**config.mk**
```make
export PLATFORM = sky130hd
export DESIGN_NAME = motoro3_seq
export DESIGN_NICKNAME = d
export VERILOG_FILES = /design/src/rtl/motoro3_pkg.sv /design/src/rtl/motoro3_tick.sv /design/src/rtl/motoro3_seq.sv
export SDC_FILE = /design/constraint.sdc
export NUM_CORES = 1
export LEC_CHECK = 0
export CORE_MARGIN = 4
export CORE_UTILIZATION = 61
export CTS_CLUSTER_SIZE = 25
export DETAILED_ROUTE_END_ITERATION = 8
export HOLD_SLACK_MARGIN = 0.02
export PLACE_DENSITY = 0.8
export SYNTH_ARGS = -nofsm -noshare
export SYNTH_HDL_FRONTEND = slang
export SYNTH_HIERARCHICAL = 1
export SYNTH_SLANG_ARGS = --single-unit
```
**constraint.sdc**
```tcl
create_clock -name clkI -period 4 [get_ports clkI]
set_input_delay 0.8 -clock clkI [delete_from_list [all_inputs] [get_ports clkI]]
set_output_delay 0.8 -clock clkI [all_outputs]
set_load 0.01 [all_outputs]
```
**src/rtl/motoro3_pkg.sv**
```systemverilog
// Shared definitions for the motoro3 sequencer: state codes and speed width.
package motoro3_pkg;

    localparam int SPD_W = 4;

    typedef enum logic [2:0] {
        IDLE  = 3'd0,
        START = 3'd1,
        RAMP  = 3'd2,
        RUN   = 3'd3,
        DECEL = 3'd4,
        DWELL = 3'd5,
        FAULT = 3'd6
    } stateT;

endpackage

```
**src/rtl/motoro3_tick.sv**
```systemverilog
// Free-running terminal counter. The restart input zeroes the count for the
// current cycle, so the first cycle of a restart already counts as cycle 0.
module motoro3_tick #(
    parameter int CNT_W = 16
) (
    input  logic             clkI,
    input  logic             nRstI,
    input  logic             restartI,
    input  logic [CNT_W-1:0] termI,
    output logic             tickO
);

    logic [CNT_W-1:0] cnt;
    logic [CNT_W-1:0] cntEff;

    assign cntEff = restartI ? '0 : cnt;
    assign tickO  = (cntEff == termI);

    // Count up to the terminal value, then reload to 0.
    always_ff @(posedge clkI or negedge nRstI) begin
        if (!nRstI) begin
            cnt <= '0;
        end else if (tickO) begin
            cnt <= '0;
        end else begin
            cnt <= cntEff + 1'b1;
        end
    end

endmodule

```
**src/rtl/motoro3_seq.sv**
```systemverilog
// motoro3_seq: run / direction / speed-ramp sequencer for the motoro3 motor
// top. Commands are registered once, then acted on by the FSM one edge later.
module motoro3_seq
    import motoro3_pkg::*;
#(
    parameter int RAMP_DIV  = 10000,
    parameter int DWELL_CYC = 50000,
    parameter int SPD_MAX   = 15
) (
    input  logic             clkI,
    input  logic             nRstI,
    input  logic             cmdRunI,
    input  logic             cmdDirI,
    input  logic [SPD_W-1:0] cmdSpeedI,
    input  logic             faultI,
    output logic             m3startO,
    output logic             m3forceStopO,
    output logic             m3invRotateO,
    output logic             m3freqINCo,
    output logic             m3freqDECo,
    output logic [SPD_W-1:0] speedNowO,
    output logic [2:0]       stateO
);

    localparam int CNT_MAX = (RAMP_DIV > DWELL_CYC) ? RAMP_DIV : DWELL_CYC;
    localparam int CNT_W   = $clog2(CNT_MAX + 1);
    localparam logic [CNT_W-1:0] RAMP_TERM  = CNT_W'(RAMP_DIV - 1);
    localparam logic [CNT_W-1:0] DWELL_TERM = CNT_W'(DWELL_CYC - 1);
    localparam logic [SPD_W:0]   SPD_LIM    = (SPD_W + 1)'(SPD_MAX);

    // Saturate a requested speed step to SPD_MAX (compared one bit wider so
    // the test stays meaningful when SPD_MAX is the full 4-bit range).
    function automatic logic [SPD_W-1:0] clampSpd(input logic [SPD_W-1:0] req);
        logic [SPD_W:0] reqW;
        reqW = {1'b0, req};
        if (reqW > SPD_LIM) begin
            clampSpd = SPD_LIM[SPD_W-1:0];
        end else begin
            clampSpd = req;
        end
    endfunction

    logic             runQ, dirQ, faultQ;
    logic [SPD_W-1:0] tgtQ;
    stateT            stateQ;
    logic             startQ, fstopQ, invQ, incQ, decQ, entryQ;
    logic [SPD_W-1:0] speedQ;
    logic             rampTick, dwellTick;

    // Both counters restart on the first cycle of every state.
    motoro3_tick #(.CNT_W(CNT_W)) rampTickU (
        .clkI    (clkI),
        .nRstI   (nRstI),
        .restartI(entryQ),
        .termI   (RAMP_TERM),
        .tickO   (rampTick)
    );

    motoro3_tick #(.CNT_W(CNT_W)) dwellTickU (
        .clkI    (clkI),
        .nRstI   (nRstI),
        .restartI(entryQ),
        .termI   (DWELL_TERM),
        .tickO   (dwellTick)
    );

    // Sample the command inputs once; the FSM only ever sees these copies.
    always_ff @(posedge clkI or negedge nRstI) begin
        if (!nRstI) begin
            runQ   <= 1'b0;
            dirQ   <= 1'b0;
            faultQ <= 1'b0;
            tgtQ   <= '0;
        end else begin
            runQ   <= cmdRunI;
            dirQ   <= cmdDirI;
            faultQ <= faultI;
            tgtQ   <= clampSpd(cmdSpeedI);
        end
    end

    // Sequencer FSM with registered outputs; a sampled fault overrides all.
    always_ff @(posedge clkI or negedge nRstI) begin
        if (!nRstI) begin
            stateQ <= IDLE;
            startQ <= 1'b0;
            fstopQ <= 1'b0;
            invQ   <= 1'b0;
            incQ   <= 1'b0;
            decQ   <= 1'b0;
            speedQ <= '0;
            entryQ <= 1'b0;
        end else begin
            incQ   <= 1'b0;
            decQ   <= 1'b0;
            entryQ <= 1'b0;
            if (faultQ) begin
                stateQ <= FAULT;
                entryQ <= (stateQ != FAULT);
                fstopQ <= 1'b1;
                startQ <= 1'b0;
                speedQ <= '0;
            end else begin
                case (stateQ)
                    IDLE: begin
                        if (runQ) begin
                            invQ   <= dirQ;
                            startQ <= 1'b1;
                            stateQ <= START;
                            entryQ <= 1'b1;
                        end
                    end
                    START: begin
                        if (!runQ) begin
                            stateQ <= DECEL;
                            entryQ <= 1'b1;
                        end else if (rampTick) begin
                            stateQ <= RAMP;
                            entryQ <= 1'b1;
                        end
                    end
                    RAMP: begin
                        if (!runQ) begin
                            stateQ <= DECEL;
                            entryQ <= 1'b1;
                        end else if (speedQ == tgtQ) begin
                            stateQ <= RUN;
                            entryQ <= 1'b1;
                        end else if (rampTick) begin
                            if (speedQ < tgtQ) begin
                                incQ   <= 1'b1;
                                speedQ <= speedQ + 1'b1;
                            end else begin
                                decQ   <= 1'b1;
                                speedQ <= speedQ - 1'b1;
                            end
                        end
                    end
                    RUN: begin
                        if (!runQ || (dirQ != invQ)) begin
                            stateQ <= DECEL;
                            entryQ <= 1'b1;
                        end else if (speedQ != tgtQ) begin
                            stateQ <= RAMP;
                            entryQ <= 1'b1;
                        end
                    end
                    DECEL: begin
                        if (speedQ == '0) begin
                            startQ <= 1'b0;
                            stateQ <= runQ ? DWELL : IDLE;
                            entryQ <= 1'b1;
                        end else if (rampTick) begin
                            decQ   <= 1'b1;
                            speedQ <= speedQ - 1'b1;
                        end
                    end
                    DWELL: begin
                        if (dwellTick) begin
                            invQ   <= dirQ;
                            startQ <= 1'b1;
                            stateQ <= START;
                            entryQ <= 1'b1;
                        end
                    end
                    FAULT: begin
                        if (!runQ) begin
                            fstopQ <= 1'b0;
                            stateQ <= IDLE;
                            entryQ <= 1'b1;
                        end
                    end
                    default: begin
                        startQ <= 1'b0;
                        stateQ <= IDLE;
                        entryQ <= 1'b1;
                    end
                endcase
            end
        end
    end

    assign m3startO     = startQ;
    assign m3forceStopO = fstopQ;
    assign m3invRotateO = invQ;
    assign m3freqINCo   = incQ;
    assign m3freqDECo   = decQ;
    assign speedNowO    = speedQ;
    assign stateO       = stateQ;

endmodule

```
==> summary.md <==
| Metric | Value |
|---|---|
| Outcome | complete, no violations |
| Post-synthesis average cell area | 9.261 sq um |
| Kind of path behind the tightest hold check | input port to async pin |
| Setup repair after global routing missed its margin | false |
| Post-CTS sizing | 0 |
| Xor-xnor portion of the synthesized cell area | 0.1118 |
| Overall track demand over capacity in global routing | 0.2281 |
| Pwr Density | ~370 mW/mm^2 |
| Layout cell share with drive strength beyond 1 | 0.1092 |
| Global placement routability congestion | 0.9023 |
| H-Tree Depth | 2 |
| Critical path's slowest cell | dfrtp_2 |
| Worst VDD drop | 0.3808 mV |
| Setup Fix Bufs, Post-CTS | 0 |
| Number of antenna violations at the first check in global routing | 0 |
| Synthesized cell area | 0.003760 sq mm |
| Area of the die | 0.007484 sq mm |
| Clock tree buffer depth | 2 |
| TritonCTS Buffers | 5 |
| Worst max-slew margin expressed relative to the limit | 0.5918 |
| Starting DRC count in detailed routing | 176 |
| Fmax achieved | 0.3778 GHz |
| Iteration count of the initial detailed-routing pass | 4 |
| Total count of max-transition violations in the final report | 0 |
| Clock transition at the registers of the reported paths | roughly 0.09 ns |
| Count of filler cells inserted in the layout | 459 |
| Distinct cell type count after synthesis | 64 |
| Kind of capture point of the worst setup path | flip-flop |
| Detail-routed via count per cell | 5.327 |
| Gate count of the mapped netlist | 406 |
| ANT nets after route | 0 |
| Logic depth of the worst register-to-register path | 10 |
| Final layout net count | ~530 |
| Worst clock skew | 0.007283 ns |
| Setup tns final | 0 ns |
| Flip-flop and latch area | about 0.0013 sq mm |
| Area grow syn2layout | 16.67% |
| Area taken by multi-input logic gates | 0.002634 sq mm |
| Area leader, netlist | dfrtp_1 |
| Antenna cells | 0 |
| Sequential element share of the synthesized area | 0.3461 |
| Synth Area in Compound Gates | 0.1331 |
| TritonCTS sink count | 52 |
| Root buffer cell | clkbuf_8 |
| Simple-gate share of the synthesized area | 0.3248 |
| Maximum Capacitance Violations | 0 |
| Predominant post-synthesis flop cell | dfrtp_1 |
| Count of input and output buffers | 20 |
| Clock tree from TritonCTS | yes |
| Met3 Usage GRT | 0.03897 |
| Net switching power | around 0.61 mW |
| P_int | roughly 1.0 mW |
| CTS Hold Bufs | 0 |
| IO Pins | 21 |
| Horizontal die dimension | 86.51 microns |
| Portion of netlist area occupied by mux cells | 0.01165 |
| Combinational family with the most area after synthesis | simple AND/OR/NAND/NOR gates |
| Startpoint class of the critical path | flip-flop |
| Clock latency on the worst-skew pair | 0.30 ns |
| Period utilization | 0.6618 |
| Post-layout minimum cycle time | approximately 2.6 ns |
| Overall via count from detail_route | 3132 |
| Worst R2R Setup Slack | about 1.4 ns |
| Worst Path Required | 4.18 ns |
| Synth top area share | 0.3461 |
| Adder-cell share of the synthesized area | 0.02329 |
| HPWL Detailed | 5604 microns |
| Congestion Overflow GR | 0 |
| Site row count | 28 |
| Finish-stage setup viols | 0 |
| GR met1 Demand/Resource | 0.3004 |
| Effective utilization at floorplan | 0.6313 |
| Most Used Layer, Global Route | met2 |
| Pin count of the biggest net entering global routing | 37 |
| Number of synthesis warnings | 6 |
| Switching Share | 0.3780 |
| Standby leakage power | 1.911 nW |
| Main area contributors after synthesis | dfrtp_1, xnor2_1, xor2_1, nand2_1, nor3_1 |
| Highest net fanout along the worst path | 36 |
| Area inside the core boundary | 0.005956 sq mm |
| Setup CP Type | flip-flop to flip-flop |
| Slew at the pin with the worst max-slew slack | 0.6073 ns |
| Average routed wire per standard cell | 13.05 microns |
| Number of remaining DRC errors | 0 |
| Final hold vios | 0 |
| Register share of total power | 0.456 |
| Endpoint of the most critical register-to-register path | stateO[1] |
| Clock group share of total power | 0.189 |
| Met2 routing resource usage after global routing | 0.3790 |
| Part of the total power dissipated in combinational logic | 0.356 |
| Number of global-route vias before repair | 3111 |
| Asr flop ratio synth | 1.000 |
| Detailed-route wire length | 7672 microns |
| Series of cell instances along the critical path | buf_4 -> inv_1 -> nand4_1 -> a32o_1 -> nor4_4 -> nand2b_1 -> nor2_1 -> o41ai_1 -> and2_4 -> o32a_1 |
| Overall Power | 1.610 mW |
| Largest incremental delay on the critical path | 0.50 ns |
| Number of enable-type register cells in the synthesized netlist | 0 |
| Die outline height | roughly 87 microns |
| Reg2reg start | entryQ |
| Arrival time at the worst endpoint | roughly 2.8 ns |
| First-pass GRT wire length | between 10000 and 15000 microns |
| Flip-flop and latch count after synthesis | 52 |
cell type report:
type                    count  area share
multi-input cells         419      0.6004
flip-flops and latches     52      0.2969
repair buffers             25     0.05305
well taps                  75     0.02139
clock buffers               8     0.02054
inverters                   9    0.007701
sequential cells by signal (all words and copies together) (netlist names), 3 cells and up:
| name | flops |
|---|---|
| dwellTickU/cnt | 16 |
| rampTickU/cnt | 16 |
| speedNowO | 4 |
| tgtQ | 4 |
| stateO | 3 |
worst max-delay path, delay by kind of cell, from the launching register on:
kind	cells	cell delay [ns]
and+or+nand+nor	5	0.86
AOI/OAI and AO/OA	3	0.69
DFF	1	0.50
buffers and inverters	2	0.47
worst max path at each step:
stage,startpoint,to,cells past startpoint
3_3_place_gp,entryQ,stateO[1],10
5_1_grt,entryQ,stateO[2],10
4_1_cts,entryQ,stateO[1],10
3_5_place_dp,entryQ,stateO[1],10
2_1_floorplan,entryQ,stateO[1],11
6_report,entryQ,stateO[1],10
stage by stage:
step,setup slack [ns],utilization,hold WS [ns],std cells,area (sq um)
after global routing,1.107,0.7366,0.5009,588,4387
after floorplan,1.213,-,0.5008,500,4113
after global placement,1.427,0.7214,0.4669,580,4297
after CTS,1.350,0.7366,0.4813,588,4387
final,1.353,0.7366,0.4742,588,4387
after detailed placement,1.369,0.7214,0.4863,580,4297
layout by cell type, fill, tap and decap left out, types with 9 or more instances in the layout:
master	Yosys	layout
o21bai_1	10	10
xnor2_1	24	24
clkdlybuf4s50_1	0	19
nand3_1	15	15
o21ai_0	13	13
nor3_1	27	27
inv_1	9	9
a21oi_1	10	10
dfrtp_1	52	51
nor2_2	14	14
xor2_1	24	24
nor2_1	33	33
conb_1	2	96
nand2_1	38	38
synth_stat cells, drive strengths merged (3+ instances only):
master,count
xnor2,24
mux2,3
ha,7
nand2,38
and2,3
or4,4
o22ai,4
o2bb2ai,8
nor4,4
nand4bb,9
nand3,15
nand4,8
or4bb,4
nor4b,3
nor2,47
nor3,29
xor2,24
inv,9
clkbuf,4
nor2b,8
a32o,4
nand2b,3
or3b,3
a21oi,12
o21ai,14
buf,16
and4,3
o21bai,10
dfrtp,52
per-layer routing:
| layer | routed length, microns | share of wire |
|---|---|---|
| met3 | 266 | 0.035 |
| met1 | 3511 | 0.46 |
| met4 | 116 | 0.015 |
| met5 | 0 | 0 |
| met2 | 3778 | 0.49 |
cell families after synthesis:
logic type               after synthesis
AO/OA/AOI/OAI                         68
XOR/XNOR                              48
adder cells (fa/ha/maj)                7
buffers and inverters                 29
flip-flops                            52
multiplexers                           4
other                                  2
AND/OR/NAND/NOR                      196
power groups by stage:
| stage | registers (mW) | logic, mW | clock network, mW |
|---|---|---|---|
| final | 0.734 | 0.573 | 0.304 |
| after global routing | 0.755 | 0.638 | 0.335 |
| after floorplan | 0.660 | 0.531 | 0 |
| after detailed placement | 0.743 | 0.567 | 0 |
| after CTS | 0.732 | 0.569 | 0.315 |
| after global placement | 0.739 | 0.553 | 0 |
Note: power is estimated with default switching activity, not from simulation.
==> variant 1: new RTL, same settings <==
Make the reset (`nRstI`) synchronous in 3 clocked blocks.
--- a/src/rtl/motoro3_tick.sv
+++ b/src/rtl/motoro3_tick.sv
@@ -18,5 +18,5 @@
 
     // Count up to the terminal value, then reload to 0.
-    always_ff @(posedge clkI or negedge nRstI) begin
+    always_ff @(posedge clkI) begin
         if (!nRstI) begin
             cnt <= '0;
--- a/src/rtl/motoro3_seq.sv
+++ b/src/rtl/motoro3_seq.sv
@@ -66,5 +66,5 @@
 
     // Sample the command inputs once; the FSM only ever sees these copies.
-    always_ff @(posedge clkI or negedge nRstI) begin
+    always_ff @(posedge clkI) begin
         if (!nRstI) begin
             runQ   <= 1'b0;
@@ -81,5 +81,5 @@
 
     // Sequencer FSM with registered outputs; a sampled fault overrides all.
-    always_ff @(posedge clkI or negedge nRstI) begin
+    always_ff @(posedge clkI) begin
         if (!nRstI) begin
             stateQ <= IDLE;
Behaviour: differs if nRstI is asserted again (counterexample within 4 cycles, from zero or initial values and one cycle with nRstI low); with nRstI held inactive, the same outputs for 10 cycles.
==> variant 1 against the original RTL <==
  * Sequential cell count is the same
  * Utilization is 2.3 points higher
  * Worst setup slack worse by 0.31 ns
  * Largest cell class unchanged
  * Design area decreased by 2.9%
  * Area after synthesis down 4.4%
  * First-iteration DRC count up 9.1%
  * Routed wire length fell by 0.30%
  * Count of clock-buffer cells in the layout is 3 lower
Power is not compared: it rests on default switching activity, and its combinational part moved more than twofold at a synthesized area within 25%.
==> variant 1: results <==
group,metric,value,unit
setup_path,critPathArrivalTime,3.18,ns
setup_path,r2r_cells,11,
cells_and_area,layout.nets,558,
setup_path,path_max_fanout,51,
sta,finClkSkew,0.00834,ns
cells_and_area,multiInputGateArea,2750,µm²
synth,synthTopCellsByCount,"dfxtp_1 (52), nand2_1 (41), nor2_1 (41), nor3_1 (34), xor2_1 (24)",
hold_path,hold_class,"reg -> reg",
grt,grt.total_usage,21.8,%
place,dp.final_hpwl,5.61,mm
cells_and_area,clock_buffers,5,
cells_and_area,area_delta_synth_final,18.5,%
synth,syn_inst,438,
cells_and_area,inv_count,10,
cells_and_area,final_cells,614,
outcome,outcome,"completed",
cells_and_area,final-clk-cell-share,2.61,%
setup_path,ff2ff_setup_slack,1.04,ns
sta,worst_pin_slew,0.744,ns
drt,num_vias,3209,
drt,drt_iter0_drc,192,
setup_path,crit_slowest_cell,"dfxtp_2",
drt,wl_met3,262,µm
setup_path,max_stage_delay,0.82,ns
setup_path,critPathLaunch,"entryQ$_SDFF_PN0_",
grt,grt_first_pass_wirelength,13.2,mm
cells_and_area,nNonClkBuffers,24,
grt,use_met1,27.3,%
sta,worst_hold_slack,0.516,ns
cells_and_area,seq_cell_count,52,
synth,async_flop_share,0,%
grt,first_global_vias,2981,
grt,grt_max_degree,52,
drt,wl_per_cell,12.5,µm
drt,wl_met2,3.89,mm
variant 1: changes by cell type after synthesis, sizes merged, moves of 4 or more:
| cell | change |
|---|---|
| and2 | +5 |
| or4bb | -4 |
| nand2b | +8 |
| dfxtp | +52 |
| nor3b | +8 |
| nor2b | +7 |
| nor3 | +5 |
| dfrtp | -52 |
| clkbuf | +5 |
| a21oi | -6 |
| and3 | +6 |
| nor2 | -6 |
variant 1: kinds of logic (layout without fill, tap and decap cells):
kind of cell             Yosys count  count (layout)  share of synthesized area (%)
buffers and inverters             32              42                           4.38
flip-flops                        52              52                           28.9
adder cells (fa/ha/maj)            8               8                           2.78
AND/OR/NAND/NOR                  231             231                           38.7
XOR/XNOR                          46              46                           11.2
other                              2              96                          0.209
multiplexers                       1               1                          0.278
AO/OA/AOI/OAI                     66              66                           13.5
variant 1: worst min-delay path, delay by kind of cell (launching register included):
kind            cells  cell delay [ns]
compound gates      1             0.11
simple gates        1             0.05
flops               1             0.32
==> variant 2: new RTL, config.mk and constraints unchanged <==
Made on the original files. `SPD_W`: 4 -> 6.
--- a/src/rtl/motoro3_pkg.sv
+++ b/src/rtl/motoro3_pkg.sv
@@ -2,5 +2,5 @@
 package motoro3_pkg;
 
-    localparam int SPD_W = 4;
+    localparam int SPD_W = 6;
 
     typedef enum logic [2:0] {
Ports: changed (resized cmdSpeedI and speedNowO); port bits go from 21 to 25. No check against the original RTL was run, so the function may have changed too.
==> variant 2 against the original RTL <==
  * Design area rose by 10%
  * Utilization rose by 0.97 points
  * Routed wire length is 12% higher
  * Critical path depth down 3
  * Sequential cell count up 4
  * Synthesized cell count grew 14%
  * Area after synthesis is 11% higher
  * Worst setup slack worse by 0.28 ns
  * Cell count grew 10%
  * Total power increased by 7.1%
  * Highest routed layer unchanged
==> variant 2: results <==
group,metric,value,unit
grt,grt_first_pass_wirelength,15.5,mm
drt,routed_wirelength,8.60,mm
grt,antenna_found_initial,0,
clocking,clock-root-buffer,"clkbuf_8",
cells_and_area,insertedDiodeCount,0,
drt,vias_per_cell,5.53,
clocking,cts_made_buffers,5,
pwr,combPwrFrac,34.4,%
cells_and_area,layout.nets,591,
place,gp_congestion,0.927,
clocking,clk_pin_slew_worst_paths,0.09,ns
grt,grt_overflow_total,0,
setup_path,critPathArrivalTime,3.15,ns
synth,async_flop_share,100,%
sta,relSlewSlack,47.8,%
pwr,leakagePower,2.14,nW
grt,grt.total_usage,22.2,%
clocking,post_cts_buffers,0,
synth,yosysWarnings,6,
synth,synthTopCellsByCount,"dfrtp_1 (56), nand2_1 (45), nor2_1 (35), nor3_1 (31), xor2_1 (25)",
cells_and_area,n_fill_cell,511,
clocking,clkLatencyLatePin,0.30,ns
pwr,p_per_area,356,nW/µm²
synth,synthDistinctLibCells,74,
drt,drt_iter0_drc,138,
grt,first_global_vias,3481,
cells_and_area,drive_above_1_share,9.81,%
pwr,p_sw_share,39.5,%
place,place.port_buffers,24,
setup_path,max_stage_delay,0.69,ns
clocking,cts_buffer_depth,2,
clocking,cts-resized-gates,0,
outcome,outcome,"completed",
sta,finClkSkew,0.0106,ns
hold_path,hold_class,"reg -> reg",
place,dp.final_hpwl,6.53,mm
pwr,pwr-share-seq,48.4,%
setup_path,path_max_fanout,51,
synth,synth.area.top_cells,"dfrtp_1 (33%), xor2_1 (5.2%), xnor2_1 (5.0%)",
pwr,vdd_drop_max,0.314,mV
synth,seq_area_frac_synth,33.5,%
grt,grt_max_degree,52,
setup_path,crit_slowest_cell,"dfrtp_2",
cells_and_area,largestRegisters,"dwellTickU/cnt x16, rampTickU/cnt x16",
[variant 2: cell types whose count changed after synthesis, moves of 4 or more]
cell | unedited run | this run
a21oi_1 | 10 | 6
dfrtp_1 | 52 | 56
inv_1 | 9 | 14
nand2_1 | 38 | 45
nand4_1 | 8 | 12
nor3_1 | 27 | 31
nor4_1 | 0 | 5
o211ai_1 | 0 | 4
or3_1 | 0 | 7
[variant 2: through the flow]
| step | area, µm² | hold WS [ns] | setup slack (ns) | util [%] | cells |
|---|---|---|---|---|---|
| 2_1_floorplan | 4550 | 0.499 | 1.35 | - | 558 |
| 3_3_place_gp | 4770 | 0.494 | 1.18 | 73.4 | 641 |
| 3_5_place_dp | 4770 | 0.498 | 1.10 | 73.4 | 641 |
| 4_1_cts | 4850 | 0.520 | 1.07 | 74.6 | 648 |
| 5_1_grt | 4850 | 0.565 | 0.877 | 74.6 | 648 |
| 6_report | 4850 | 0.517 | 1.07 | 74.6 | 648 |
[variant 2: cell type report]
class,instances,area (µm²),share of cell area [%]
Sequential cell,56,1400,28.9
Clock inverter,2,12.5,0.258
Tap cell,77,96.3,1.99
Multi-Input combinational cell,465,2950,60.8
Timing Repair Buffer,28,265,5.47
Inverter,15,56.3,1.16
Clock buffer,5,68.8,1.42
[variant 2: cells by family after synthesis]
| group | after synthesis | share of synthesized area (%) |
|---|---|---|
| and+or+nand+nor | 224 | 31.9 |
| muxes | 4 | 1.28 |
| buffers and inverters | 37 | 4.81 |
| AOI/OAI and AO/OA | 80 | 15.1 |
| adders and majority gates | 10 | 2.93 |
| other | 2 | 0.179 |
| xor gates and xnor gates | 49 | 10.2 |
| DFF | 56 | 33.5 |
[variant 2: final timing paths]
check / start / slack [ns] / end / depth (start not counted)
min reg2reg: m3forceStopO$_DFFE_PN0P_ / 0.52 / m3forceStopO$_DFFE_PN0P_ / 2
min: m3forceStopO$_DFFE_PN0P_ / 0.52 / m3forceStopO$_DFFE_PN0P_ / 2
max: entryQ$_DFF_PN0_ / 1.07 / stateO[2]$_DFFE_PN0P_ / 7
max reg2reg: entryQ$_DFF_PN0_ / 1.07 / stateO[2]$_DFFE_PN0P_ / 7
min in group asynchronous: nRstI / 0.57 / rampTickU/cnt[9]$_DFF_PN0_ / 1
max in group asynchronous: nRstI / 2.66 / m3freqDECo$_DFF_PN0_ / 2
[variant 2: metal layers]
| layer | vias to the layer above | GRT usage (%) | routed length [µm] |
|---|---|---|---|
| met5 | - | 0 | 0 |
| met4 | 0 | 7.54 | 165 |
| met3 | 16 | 2.50 | 368 |
| met2 | 105 | 37.2 | 4140 |
| met1 | 1653 | 30.0 | 3930 |
| li1 | 1807 | - | - |
